`src/rtl/arb_pkg.sv`:
```
// Arbiter state encoding and the latched grant record.
package arb_pkg;
    localparam int MAX_CPUS = 16;
    localparam int CORE_W   = $clog2(MAX_CPUS);

    localparam logic CLS_I = 1'b0;
    localparam logic CLS_D = 1'b1;

    typedef enum logic [1:0] {IDLE, REQ, LOCK} arb_state_t;

    typedef struct packed {
        logic              cls;
        logic [CORE_W-1:0] core;
    } grant_t;
endpackage

```
`src/rtl/cpu_types_pkg.sv`:
```
// Shared CPU/memory types: the machine word and the RAM handshake state.
package cpu_types_pkg;
    typedef logic [31:0] word_t;
    typedef enum logic [1:0] {FREE, BUSY, ACCESS, ERROR} ramstate_t;
endpackage

```
`src/rtl/rr_pick.sv`:
```
// Round-robin picker: lowest-index requester strictly after `last`, wrapping.
module rr_pick
    import arb_pkg::*;
#(
    parameter int CPUS = 2
) (
    input  logic [CPUS-1:0]   req,
    input  logic [CORE_W-1:0] last,
    output logic              valid,
    output logic [CORE_W-1:0] idx
);
    always_comb begin
        valid = 1'b0;
        idx   = '0;
        // Wrapped candidates first, then those after `last` override them.
        for (int c = CPUS-1; c >= 0; c--) begin
            if (req[c] && (CORE_W'(c) <= last)) begin
                valid = 1'b1;
                idx   = CORE_W'(c);
            end
        end
        for (int c = CPUS-1; c >= 0; c--) begin
            if (req[c] && (CORE_W'(c) > last)) begin
                valid = 1'b1;
                idx   = CORE_W'(c);
            end
        end
    end
endmodule

```
`src/rtl/mem_arbiter.sv`:
```
// Cache-to-RAM arbiter: data before instruction, round-robin per class.
// Optional BLOCK_LOCK_EN keeps the grant for the second word of a block.
module mem_arbiter
    import cpu_types_pkg::*;
    import arb_pkg::*;
#(
    parameter int CPUS      = 2,
    parameter int LOCK_WAIT = 2
) (
    input  logic                  CLK,
    input  logic                  nRST,
    input  logic [CPUS-1:0]       iREN,
    input  word_t [CPUS-1:0]      iaddr,
    output logic [CPUS-1:0]       iwait,
    output word_t [CPUS-1:0]      iload,
    input  logic [CPUS-1:0]       dREN,
    input  logic [CPUS-1:0]       dWEN,
    input  word_t [CPUS-1:0]      daddr,
    input  word_t [CPUS-1:0]      dstore,
    output logic [CPUS-1:0]       dwait,
    output word_t [CPUS-1:0]      dload,
    output logic                  ramREN,
    output logic                  ramWEN,
    output word_t                 ramaddr,
    output word_t                 ramstore,
    input  word_t                 ramload,
    input  ramstate_t             ramstate
);
    arb_state_t        state, state_n;
    grant_t            grant, grant_n;
    logic [CORE_W-1:0] last_d, last_d_n, last_i, last_i_n;

    logic [CPUS-1:0]   d_req;
    logic              d_vld, i_vld;
    logic [CORE_W-1:0] d_idx, i_idx;

    assign d_req = dREN | dWEN;

    rr_pick #(.CPUS(CPUS)) u_dpick (.req(d_req), .last(last_d), .valid(d_vld), .idx(d_idx));
    rr_pick #(.CPUS(CPUS)) u_ipick (.req(iREN),  .last(last_i), .valid(i_vld), .idx(i_idx));

    for (genvar c = 0; c < CPUS; c++) begin : g_load
        assign iload[c] = ramload;
        assign dload[c] = ramload;
    end

    // Signals of the currently granted core
    logic            g_dreq, g_wr, g_ireq, g_live;
    logic [CPUS-1:0] g_sel;
    word_t           g_daddr, g_iaddr, g_store;

    always_comb begin
        g_dreq  = 1'b0;
        g_wr    = 1'b0;
        g_ireq  = 1'b0;
        g_sel   = '0;
        g_daddr = '0;
        g_iaddr = '0;
        g_store = '0;
        for (int c = 0; c < CPUS; c++) begin
            if (grant.core == CORE_W'(c)) begin
                g_dreq   = d_req[c];
                g_wr     = dWEN[c];
                g_ireq   = iREN[c];
                g_sel[c] = 1'b1;
                g_daddr  = daddr[c];
                g_iaddr  = iaddr[c];
                g_store  = dstore[c];
            end
        end
    end

    assign g_live = (grant.cls == CLS_D) ? g_dreq : g_ireq;

`ifdef BLOCK_LOCK_EN
    localparam logic [7:0] LW_LAST = 8'(LOCK_WAIT - 1);
    word_t      lock_addr, lock_addr_n;
    logic [7:0] lock_cnt, lock_cnt_n;
`endif

    always_comb begin
        state_n  = state;
        grant_n  = grant;
        last_d_n = last_d;
        last_i_n = last_i;
        iwait    = '1;
        dwait    = '1;
        ramREN   = 1'b0;
        ramWEN   = 1'b0;
        ramaddr  = '0;
        ramstore = '0;
`ifdef BLOCK_LOCK_EN
        lock_addr_n = lock_addr;
        lock_cnt_n  = lock_cnt;
`endif
        case (state)
            IDLE: begin
                if (d_vld) begin
                    grant_n = '{cls: CLS_D, core: d_idx};
                    state_n = REQ;
                end else if (i_vld) begin
                    grant_n = '{cls: CLS_I, core: i_idx};
                    state_n = REQ;
                end
            end
            REQ: begin
                ramaddr  = (grant.cls == CLS_D) ? g_daddr : g_iaddr;
                ramWEN   = g_live & (grant.cls == CLS_D) & g_wr;
                ramREN   = g_live & ~((grant.cls == CLS_D) & g_wr);
                ramstore = g_store;
                if (!g_live) begin
                    state_n = IDLE;
                end else if (ramstate == ACCESS) begin
                    state_n = IDLE;
                    if (grant.cls == CLS_D) begin
                        dwait    = ~g_sel;
                        last_d_n = grant.core;
`ifdef BLOCK_LOCK_EN
                        if (!g_daddr[2]) begin
                            state_n     = LOCK;
                            lock_addr_n = g_daddr | 32'h4;
                            lock_cnt_n  = '0;
                        end
`endif
                    end else begin
                        iwait    = ~g_sel;
                        last_i_n = grant.core;
                    end
                end
            end
`ifdef BLOCK_LOCK_EN
            LOCK: begin
                // A request from the locked core at any other address ends the lock early.
                if (g_dreq && (g_daddr == lock_addr)) begin
                    state_n = REQ;
                end else if (g_dreq || (lock_cnt == LW_LAST)) begin
                    state_n = IDLE;
                end else begin
                    lock_cnt_n = lock_cnt + 8'd1;
                end
            end
`endif
            default: state_n = IDLE;
        endcase
    end

    always_ff @(posedge CLK or negedge nRST) begin
        if (!nRST) begin
            state  <= IDLE;
            grant  <= '0;
            last_d <= CORE_W'(CPUS - 1);
            last_i <= CORE_W'(CPUS - 1);
        end else begin
            state  <= state_n;
            grant  <= grant_n;
            last_d <= last_d_n;
            last_i <= last_i_n;
        end
    end

`ifdef BLOCK_LOCK_EN
    always_ff @(posedge CLK or negedge nRST) begin
        if (!nRST) begin
            lock_addr <= '0;
            lock_cnt  <= '0;
        end else begin
            lock_addr <= lock_addr_n;
            lock_cnt  <= lock_cnt_n;
        end
    end
`endif
endmodule

```
`config.mk`:
```
export PLATFORM = sky130hd
export DESIGN_NAME = mem_arbiter
export DESIGN_NICKNAME = d
export VERILOG_FILES = /design/src/rtl/arb_pkg.sv /design/src/rtl/cpu_types_pkg.sv /design/src/rtl/rr_pick.sv /design/src/rtl/mem_arbiter.sv
export SDC_FILE = /design/constraint.sdc
export NUM_CORES = 1
export LEC_CHECK = 0
export BUFFER_PORTS_ARGS = -buffer_cell sky130_fd_sc_hd__buf_4
export CORE_AREA = 2 2 168 170
export CTS_CLUSTER_DIAMETER = 30
export CTS_CLUSTER_SIZE = 20
export DETAILED_ROUTE_END_ITERATION = 10
export DIE_AREA = 0 0 170 172
export SYNTH_ARGS = -nofsm -noshare
export SYNTH_HDL_FRONTEND = slang
export SYNTH_SLANG_ARGS = --single-unit
export TNS_END_PERCENT = 30
```
`constraint.sdc`:
```
create_clock -name CLK -period 2.2 [get_ports CLK]
set_input_delay 0.11 -clock CLK [delete_from_list [all_inputs] [get_ports CLK]]
set_output_delay 0.11 -clock CLK [all_outputs]
set_load 0.03 [all_outputs]
```
# After elaboration in Yosys (flattened, before gate mapping)
# Index checks and enable logic that the tools add are counted.
[totals] wordCells=92 output_inout_bits=198 in_bits=234 register_bits=15
[classes] n_eq_ne=5 order_cmp=8 n_bitwise=8 muxes=51 reduce_logical=15
[op_table] cell="32-bit two-way mux" n=9
[op_table] cell="1-bit two-way mux" n=27
[op_table] cell="2-bit two-way mux" n=12
[op_table] cell="1-bit by 4-bit > comparator with 1-bit output (first input constant)" n=4
[op_table] cell="1-bit by 4-bit less-or-equal comparator with 1-bit output (first input constant)" n=4
[op_table] cell="5-bit two-way mux" n=2
[op_table] cell="1-bit logical AND" n=8
[op_table] cell="4-bit AND reduction" n=2
[op_table] cell="3-bit inequality test (second input constant)" n=2
[op_table] cell="1-bit AND" n=4
[op_table] cell="4-bit by 1-bit equality test with 1-bit output (second input constant)" n=1
[op_table] cell="4-bit logical NOT" n=1
[op_table] cell="2-bit case mux with 2 select lines" n=1
[op_table] cell="2-bit AND reduction" n=2
[op_table] cell="2-bit by 1-bit equality test with 1-bit output (second input constant)" n=1
[op_table] cell="2-bit equality test (second input constant)" n=1
[op_table] cell="2-bit logical NOT" n=1
[op_table] cell="1-bit NOT" n=2
[op_table] cell="2-bit NOT" n=1
[op_table] cell="2-bit bitwise OR" n=1
[op_table] cell="2-bit nonzero test" n=1

# Longest topological paths before layout
# Gate-level depths: netlist of run 1.
[logic_depth] depth_word=9 ltp_mapped=5 depth_no_buf=3

# Cells and area by module
# From an unflattened synthesis of run 1, not the netlist that was laid out.
[unflattened] cells_unflattened=367 hier_area_um2=3276.9
[by_module_without_submodules] module="mem_arbiter" seq_area_each_um2=352.8 n_inst=1 cells_per_inst=353 area_per_inst_um2=3181.8
[by_module_without_submodules] module="rr_pick" seq_area_each_um2=0.0 n_inst=2 cells_per_inst=7 area_per_inst_um2=47.5

# Worst setup path after synthesis of run 1
# OpenSTA, ideal clock, no wires.
[synth_timing] path_type="flip-flop to output port" startpoint="register grant[0] (netlist name)" endpoint="output port ramREN" arrival_time_ps=1767 n_path_buf=1 required_ps=2090 path_stages_with_launch=4 slack_ps=323 cell_sequence="dfrtp_1 > buf_6 > mux4_2 > nor3b_1"
[synth_via] elab_chain_cells=7 word_cells_on_any_way=13 classes_between="eq/ne (1); mux (8); bitwise (3); reduce/logical (1)"
[synth_lines] item="start: declaration" line_no="mem_arbiter.sv:30" rtl="grant_t grant, grant_n;"
[synth_lines] item="start signal: assignment" line_no="mem_arbiter.sv:155" rtl="grant <= grant_n;"
[synth_lines] item="4-bit logical NOT" line_no="mem_arbiter.sv:61" rtl="if (grant.core == CORE_W'(c)) begin"
[synth_lines] item="1-bit two-way mux (2 in a row)" line_no="mem_arbiter.sv:61"
[synth_lines] item="1-bit AND" line_no="mem_arbiter.sv:109" rtl="ramREN = g_live & ~((grant.cls == CLS_D) & g_wr);"
[synth_lines] item="1-bit NOT" line_no="mem_arbiter.sv:109"
[synth_lines] item="1-bit AND *" line_no="mem_arbiter.sv:109"
[synth_lines] item="1-bit two-way mux *" line_no="mem_arbiter.sv:96" rtl="case (state)"
[synth_lines] item="end: declaration" line_no="mem_arbiter.sv:22" rtl="output logic ramREN,"
# Every way passes the cells marked *; elsewhere a longest branch is shown, timed or not.

# Worst setup path in the final report of run 1
[layout_timing] startpoint="register grant[0] (netlist name)" endpoint="output port ramaddr[22]"
[layout_via] elab_chain_cells=5 word_cells_on_any_way=8 classes_between="eq/ne (1); mux (6); reduce/logical (1)"
[layout_lines] item="4-bit logical NOT" line_no="mem_arbiter.sv:61"
[layout_lines] item="32-bit two-way mux (2 in a row)" line_no="mem_arbiter.sv:61"
[layout_lines] item="32-bit two-way mux *" line_no="mem_arbiter.sv:107" rtl="ramaddr = (grant.cls == CLS_D) ? g_daddr : g_iaddr;"
[layout_lines] item="32-bit two-way mux *" line_no="mem_arbiter.sv:96"
[layout_lines] item="end: declaration" line_no="mem_arbiter.sv:24" rtl="output word_t ramaddr,"
# Marks and branches as above.

==> metrics.cfg, run 1 <==
[setup_path]
worstPathCellList=buf_12 -> mux4_2 -> and2_1 -> buf_4
critPathSlowestCell=dfrtp_4
crit_type=reg2out
r2r-end=last_d[0]
startpoint_type=register
ff2ff_setup_slack_ns=0.68
cp_slowest_stage_delay_ns=0.64
end_kind=primary output
worst-path-buf-inv=2
path_max_fanout=17
cp.arrival_ns=1.96
r2r-start=grant[0]
worstPathRequired_ns=2.09
ff2ff_path_depth=4
cp_top_family=flip-flops

[clock_network]
cts_num_sinks=5
insertion_delay_ns=0.23
cts_buffer_depth=2
path_clk_slew_ns=0.03
cts_setup_buffers=0
h-tree-depth=1
cts_tree=done
root_buffer=clkbuf_16
cts_resized=0
cts_hold_buf=1
numCtsBuffers=3

[hold_path]
min_to=last_i[0]
hold_class=in2reg
min_from=iREN[0]
hold_depth=3

[sta]
finalSetupTns_ns=0
rsz0062_at_grt=false
layout_min_cycle_time_ns=2.07
fin_skew_ns=0.00149
tightest_slew_ns=0.540
whs_ns=0.161
period_share=0.941
hold_viol_final=0
setup_viol=0
final-max-slew-violation-count=0
fmax_ghz=0.483
relSlewSlack=0.636

[drt]
vias=2687
avgRoutedWirePerCell_um=14.7
ant_nets=0
dr.pass1.iters=5
wl_met1_um=3160
drt_iter0_drc=39
wl_met2_um=6380
vias_per_cell=3.38
met3_length_um=1610
routed.top_layer=met4
wirelength_um=11700
drc=0

[yosys]
synth_area_sq_um=2920
ys_ff_latch=5
yosysWarnings=0
yosysSeqAreaShare=0.0437
synthesis.instances=314
yosys.cell_types.count=34
synth_fp_nets=548
avgSynthCellArea_sq_um=9.30

[layout]
mostFrequentLayoutCell=buf_4
multi_input_area_sq_um=1650
regArea_sq_um=134
fillers=3057
final_cell_mix=276 x buf_4, 33 x mux2i_1, 33 x nor2b_1, 32 x mux4_2, 32 x and2_1
drive_above_1_share=0.716
fin_nets=685
stdcell_area_sq_um=4460
diodes=0
syn_to_final_growth_pct=52.7

[place]
placed_cell_area_sq_um=4370
place_congestion=0.690
port_buffers=271
dpl.hpwl_um=10300

[grt]
antenna_found_initial=0
overflow=0
grt_pass1_vias=2750
grt_max_degree=35
track_usage=0.0717
grt_pass1_wl_um=15700

[die]
initial_utilization=0.106
die_y_um=172
die_area_sq_um=29200
core_sq_um=27500
rows=61
die_x_um=170
io_pins=432

[run_status]
outcome=completed

[power_and_ir_drop]
power_per_cell_area_nw_per_um2=1170
peakVddDrop_v=0.000300
p_leak_nw=2.12

[flow_run]
cap_viol_max_count=0

[worst reg2reg max path: stages (launching register included)]
cell	delay, ns
dfrtp_4	0.64
buf_12	0.20
inv_2	0.05
or3_4	0.39
a21boi_1	0.16
[Yosys cell counts, drive strengths merged]
library cell | number | area [sq um]
o21ai | 3 | 15.0
clkbuf | 7 | 26.3
nand4b | 1 | 8.76
and3b | 1 | 8.76
dfrtp | 3 | 75.1
nor2 | 3 | 11.3
a21oi | 2 | 10.0
buf | 141 | 1090
o32a | 1 | 10.0
nor3b | 1 | 7.51
nand2b | 1 | 6.26
and2 | 32 | 200
dfstp | 2 | 52.6
nand3 | 2 | 10.0
mux2i | 33 | 330
and4bb | 1 | 12.5
mux4 | 33 | 747
a21boi | 2 | 15.0
o2bb2ai | 1 | 8.76
nand2 | 1 | 3.75
nor4 | 1 | 6.26
nor2b | 33 | 206
o21bai | 1 | 7.51
o22a | 1 | 8.76
inv | 5 | 18.8
or3 | 2 | 17.5
[cell families after synthesis]
group | Yosys count | share of synthesized area
buffers and inverters | 153 | 0.390
DFF | 5 | 0.0437
muxes | 66 | 0.369
AOI/OAI and AO/OA | 11 | 0.0257
and+or+nand+nor | 79 | 0.171
[area by class of cell]
type | instances | share of cell area
inverter | 5 | 0.00421
sequential | 5 | 0.0300
multi-input combinational | 156 | 0.370
clock buffer | 4 | 0.0177
tap | 346 | 0.0971
timing repair buffer | 280 | 0.480
[registers in the layout (all words and copies together) (netlist names)]
register / flops
state: 1
grant: 2
last_i: 1
last_d: 1
[where the power goes]
| part | internal [W] | total (W) | switching [W] |
|---|---|---|---|
| clock network | 0.000240 | 0.000298 | 0.0000575 |
| registers | 0.000147 | 0.000334 | 0.000187 |
| logic | 0.00217 | 0.00457 | 0.00239 |
| total | 0.00256 | 0.00520 | 0.00264 |
[routing by layer]
layer / global-route usage / vias up
met2: 0.147 / 207
met4: 0.0420 / 0
li1: - / 1225
met3: 0.0293 / 51
met1: 0.0552 / 1204
met5: 0 / -
[how the worst max path moves through the flow]
stage,cells after the start,slack (ns),endpoint,from
global placement,4,0.34,ramaddr[6],grant[0]
detailed placement,4,0.33,ramaddr[6],grant[0]
finish,4,0.13,ramaddr[22],grant[0]
CTS,4,0.09,ramaddr[6],grant[0]
global route,4,0.03,ramaddr[9],grant[0]
floorplan,3,0.32,ramREN,grant[0]
[through the flow]
step	total power (W)	util	instances	setup WS (ns)
final	0.00520	0.162	796	0.129
after floorplan	0.00387	-	314	0.323
after global placement	0.00497	0.159	791	0.342
after detailed placement	0.00500	0.159	791	0.327
after CTS	0.00531	0.162	796	0.0869
after global routing	0.00554	0.162	796	0.0266
(Power assumes the default switching activity.)
==> inputs of run 2 (changes only) <==
--- a/config.mk
+++ b/config.mk
@@ -11,6 +11,7 @@
 export CTS_CLUSTER_SIZE = 20
 export DETAILED_ROUTE_END_ITERATION = 10
 export DIE_AREA = 0 0 170 172
+export SLEW_MARGIN = 10
 export SYNTH_ARGS = -nofsm -noshare
 export SYNTH_HDL_FRONTEND = slang
 export SYNTH_SLANG_ARGS = --single-unit
==> constraint.sdc (replaced) <==
create_clock -name CLK -period 2.2 [get_ports CLK]
set_input_delay 0.55 -clock CLK [delete_from_list [all_inputs] [get_ports CLK]]
set_output_delay 0.55 -clock CLK [all_outputs]
set_load 0.03 [all_outputs]
==> run 2 against run 1 <==
  * The run now ends with negative setup slack left
  * Sequential power decreased by 34%
  * Routed wire length is 8.6% lower
  * Combinational power is 12% higher
  * Global-route usage fell by 0.70 points
  * Critical endpoint is now ramaddr[12]
  * Largest cell class unchanged
==> metrics.cfg, run 2 (same netlist as run 1, synthesis figures left out) <==
[run_status]
outcome=finished with violations
violations=negative setup slack

[sta]
final-max-slew-violation-count=0
rsz0062_at_grt=true
setup_ws_ns=-0.115
period_share=1.05
finalSetupTns_ns=-2.70
hold_viol_final=0
fin_skew_ns=0.00138
tightest_slew_ns=0.481
setup_viol=34
fmax_ghz=0.432
layout_min_cycle_time_ns=2.32
whs_ns=0.118
relSlewSlack=0.677

[drt]
routed.top_layer=met4
met3_length_um=1300
wl_met1_um=3210
avgRoutedWirePerCell_um=13.3
vias_per_cell=3.34
vias=2680
wirelength_um=10700
drc=0
ant_nets=0
drt_iter0_drc=29
wl_met2_um=5570
dr.pass1.iters=4

[setup_path]
path_max_fanout=7
end_kind=primary output
r2r-start=grant[0]
critPathSlowestCell=mux4_2
ff2ff_setup_slack_ns=0.74
cp_slowest_stage_delay_ns=0.51
crit_type=reg2out
cp.arrival_ns=1.77
crit_top_cell=buf_4
r2r-end=state[0]
worstPathRequired_ns=1.65
ff2ff_path_depth=3
worstPathCellList=buf_4 -> mux4_2 -> and2_1 -> buf_4
startpoint_type=register

[die]
io_pins=432
die_area_sq_um=29200
die_x_um=170
initial_utilization=0.106
die_y_um=172
rows=61
core_sq_um=27500

[layout]
final_cell_mix=261 x buf_4, 33 x mux4_2, 33 x mux2i_1, 33 x nor2b_1, 23 x buf_6
mostFrequentLayoutCell=buf_4
syn_to_final_growth_pct=59.2
fin_nets=692
regMostFlops=grant
largest_reg_flops=2
diodes=0
drive_above_1_share=0.770

[grt]
track_usage=0.0647
grt_pass1_wl_um=14600
overflow=0
antenna_found_initial=0
grt_pass1_vias=2753
grt_max_degree=36

[clock_network]
insertion_delay_ns=0.23
numCtsBuffers=3
path_clk_slew_ns=0.03
cts_num_sinks=5
cts_buffer_depth=2
cts_hold_buf=0
cts_tree=done
h-tree-depth=1
root_buffer=clkbuf_16

[hold_path]
hold_class=in2async

[power_and_ir_drop]
p_leak_nw=2.22
peakVddDrop_v=0.000363
fin_total_pwr_w=0.00562
power_per_cell_area_nw_per_um2=1210

[place]
dpl.hpwl_um=9390
place_congestion=0.729
port_buffers=271
post-place-ws_ns=-0.0504

[flow_run]
cap_viol_max_count=0

[run 2: metal layers]
layer,track usage,up-vias
met2,0.128,198
met3,0.0185,52
met1,0.0563,1190
li1,-,1240
met5,0,-
met4,0.0435,0
[run 2: worst max-delay path by stage]
stage / from / endpoint / slack [ns] / cells after the start
6_report: grant[0] / ramaddr[12] / -0.12 / 4
3_3_place_gp: dREN[1] / ramWEN / -0.03 / 5
3_5_place_dp: dREN[1] / ramWEN / -0.05 / 5
2_1_floorplan: dREN[1] / ramREN / 0.11 / 3
5_1_grt: grant[0] / ramaddr[12] / -0.20 / 4
4_1_cts: grant[0] / ramaddr[12] / -0.15 / 4
[run 2: timing repair]
| item | CTS | global route |
|---|---|---|
| pin swaps | 1 | 0 |
| setup buffers | 1 | 0 |
| setup endpoints to repair | 35 | 36 |
| gates resized for setup | 32 | 13 |
[run 2: stage by stage]
step,area (sq um),utilization,cells
final,4650,0.169,803
after floorplan,2920,-,314
after CTS,4610,0.168,803
after global routing,4650,0.169,803
after global placement,4430,0.161,798
after detailed placement,4430,0.161,798
[run 2: where the power goes]
group | internal (W) | switching [W] | total [W]
logic | 0.00253 | 0.00256 | 0.00510
registers | 0.000147 | 0.0000736 | 0.000221
clock network | 0.000240 | 0.0000610 | 0.000301
total | 0.00292 | 0.00270 | 0.00562
[run 2: critical path, delay by kind of cell, from the launching register on]
kind | cells | cell delay (ns)
muxes | 1 | 0.51
buffers and inverters | 2 | 0.36
and+or+nand+nor | 1 | 0.17
DFF | 1 | 0.49
[run 2: final cells by class]
cell class / instances / area (sq um)
multi-input cells: 156 / 1710
repair buffers: 287 / 2280
clock buffers: 4 / 78.8
flip-flops and latches: 5 / 133
fillers: 3083 / 22800
well taps: 346 / 433
inverters: 5 / 18.8
==> inputs of run 3 (changes only) <==
==> constraint.sdc (replaced) <==
create_clock -name CLK -period 2.8 [get_ports CLK]
set_input_delay 0.7 -clock CLK [delete_from_list [all_inputs] [get_ports CLK]]
set_output_delay 0.7 -clock CLK [all_outputs]
set_load 0.03 [all_outputs]
==> run 3 against run 2 <==
  * The flow now finishes without violations
  * Routed wire length is 6.9% higher
  * Final cell count is 0.87% lower
  * Critical endpoint is now ramaddr[18]
  * First-iteration DRC count is 34% higher
  * Sequential power is 7% higher
  * Clock-buffer cell count stayed put
==> metrics.cfg, run 3 (same netlist as run 1, synthesis figures left out) <==
[clock_network]
insertion_delay_ns=0.23
h-tree-depth=1
path_clk_slew_ns=0.03
root_buffer=clkbuf_16
cts_hold_buf=0
numCtsBuffers=3
cts_buffer_depth=2
cts_resized=0
cts_setup_buffers=0
cts_tree=done
cts_num_sinks=5

[drt]
vias_per_cell=3.39
drt_iter0_drc=39
wirelength_um=11500
dr.pass1.iters=2
vias=2702
drc=0
avgRoutedWirePerCell_um=14.4
ant_nets=0

[die]
die_x_um=170
core_sq_um=27500
io_pins=432
die_y_um=172
rows=61
die_area_sq_um=29200
initial_utilization=0.106

[power_and_ir_drop]
power_per_cell_area_nw_per_um2=919
fin_total_pwr_w=0.00408
peakVddDrop_v=0.000307
p_leak_nw=2.12

[place]
dp.cells=792
dpl.hpwl_um=9970
port_buffers=271
place_congestion=0.687

[setup_path]
ff2ff_setup_slack_ns=1.10
ff2ff_path_depth=4
path_max_fanout=17
r2r-start=grant[0]
startpoint_type=register
cp.arrival_ns=1.97
worstPathRequired_ns=2.10
startpoint=grant[0]
end_kind=primary output
r2r-end=last_d[0]
crit_type=reg2out

[layout]
drive_above_1_share=0.718
fin_nets=685
multi_input_area_sq_um=1650
finalNonFillerCells=796
regMostFlops=grant
fillers=3115
regArea_sq_um=134
largest_reg_flops=2
final_util=0.162
syn_to_final_growth_pct=52.2
mostFrequentLayoutCell=buf_4
final_cell_mix=278 x buf_4, 33 x mux2i_1, 33 x nor2b_1, 32 x mux4_2, 32 x and2_1
diodes=0

[sta]
layout_min_cycle_time_ns=2.67
relSlewSlack=0.572
fin_skew_ns=0.00141
finalSetupTns_ns=0
setup_viol=0
hold_viol_final=0
final-max-slew-violation-count=0
rsz0062_at_grt=false
fmax_ghz=0.375
tightest_slew_ns=0.637
whs_ns=0.275
period_share=0.953

[run_status]
outcome=completed

[grt]
grt_max_degree=34
grt_pass1_vias=2806
use_met3=0.0222
antenna_found_initial=0
grt_use_met1=0.0605
overflow=0
busiest_layer=met2
grtUsageMet2=0.141
track_usage=0.0699
grt_pass1_wl_um=15300

[flow_run]
cap_viol_max_count=0

[hold_path]
hold_class=in2async

## run 3: changes by cell type in the layout (fill, tap and decap cells not counted), sizes merged
cell,delta
buf,-7
## run 3: layout make-up
| type | instances | share of cell area |
|---|---|---|
| clock buffer | 4 | 0.0177 |
| inverter | 5 | 0.00422 |
| sequential | 5 | 0.0301 |
| multi-input combinational | 156 | 0.372 |
| tap | 346 | 0.0974 |
| timing repair buffer | 280 | 0.479 |
## run 3: how the worst max path moves through the flow
stage / end / slack, ns / cells past startpoint
floorplan: ramREN / 0.12 / 3
global placement: ramREN / 0.27 / 5
detailed placement: ramREN / 0.27 / 5
CTS: ramaddr[18] / 0.07 / 4
global route: ramaddr[18] / 0.03 / 4
finish: ramaddr[18] / 0.13 / 4
## run 3: routing by layer
| layer | part of all wire | routed length (um) |
|---|---|---|
| met1 | 0.30 | 3490 |
| met2 | 0.54 | 6170 |
| met3 | 0.12 | 1320 |
| met4 | 0.041 | 469 |
| met5 | 0 | 0 |
## run 3: report_power, final
| group | switching (W) | internal [W] | leakage [nW] | total (W) |
|---|---|---|---|---|
| Combinational | 0.00192 | 0.00170 | 2.03 | 0.00361 |
| Clock | 0.0000462 | 0.000189 | 0.0382 | 0.000235 |
| Sequential | 0.000121 | 0.000116 | 0.0520 | 0.000237 |
| Total | 0.00208 | 0.00200 | 2.12 | 0.00408 |
## run 3: critical path, stage by stage (launching register included)
cell     delay [ns]
dfrtp_4        0.62
buf_12         0.23
mux4_2         0.51
and2_1         0.20
buf_4          0.17
## run 3: stage by stage
stage | setup slack (ns) | instance area (sq um)
final | 0.132 | 4440
after global routing | 0.0277 | 4440
after CTS | 0.0666 | 4440
after detailed placement | 0.269 | 4360
after global placement | 0.266 | 4360
after floorplan | 0.123 | 2920
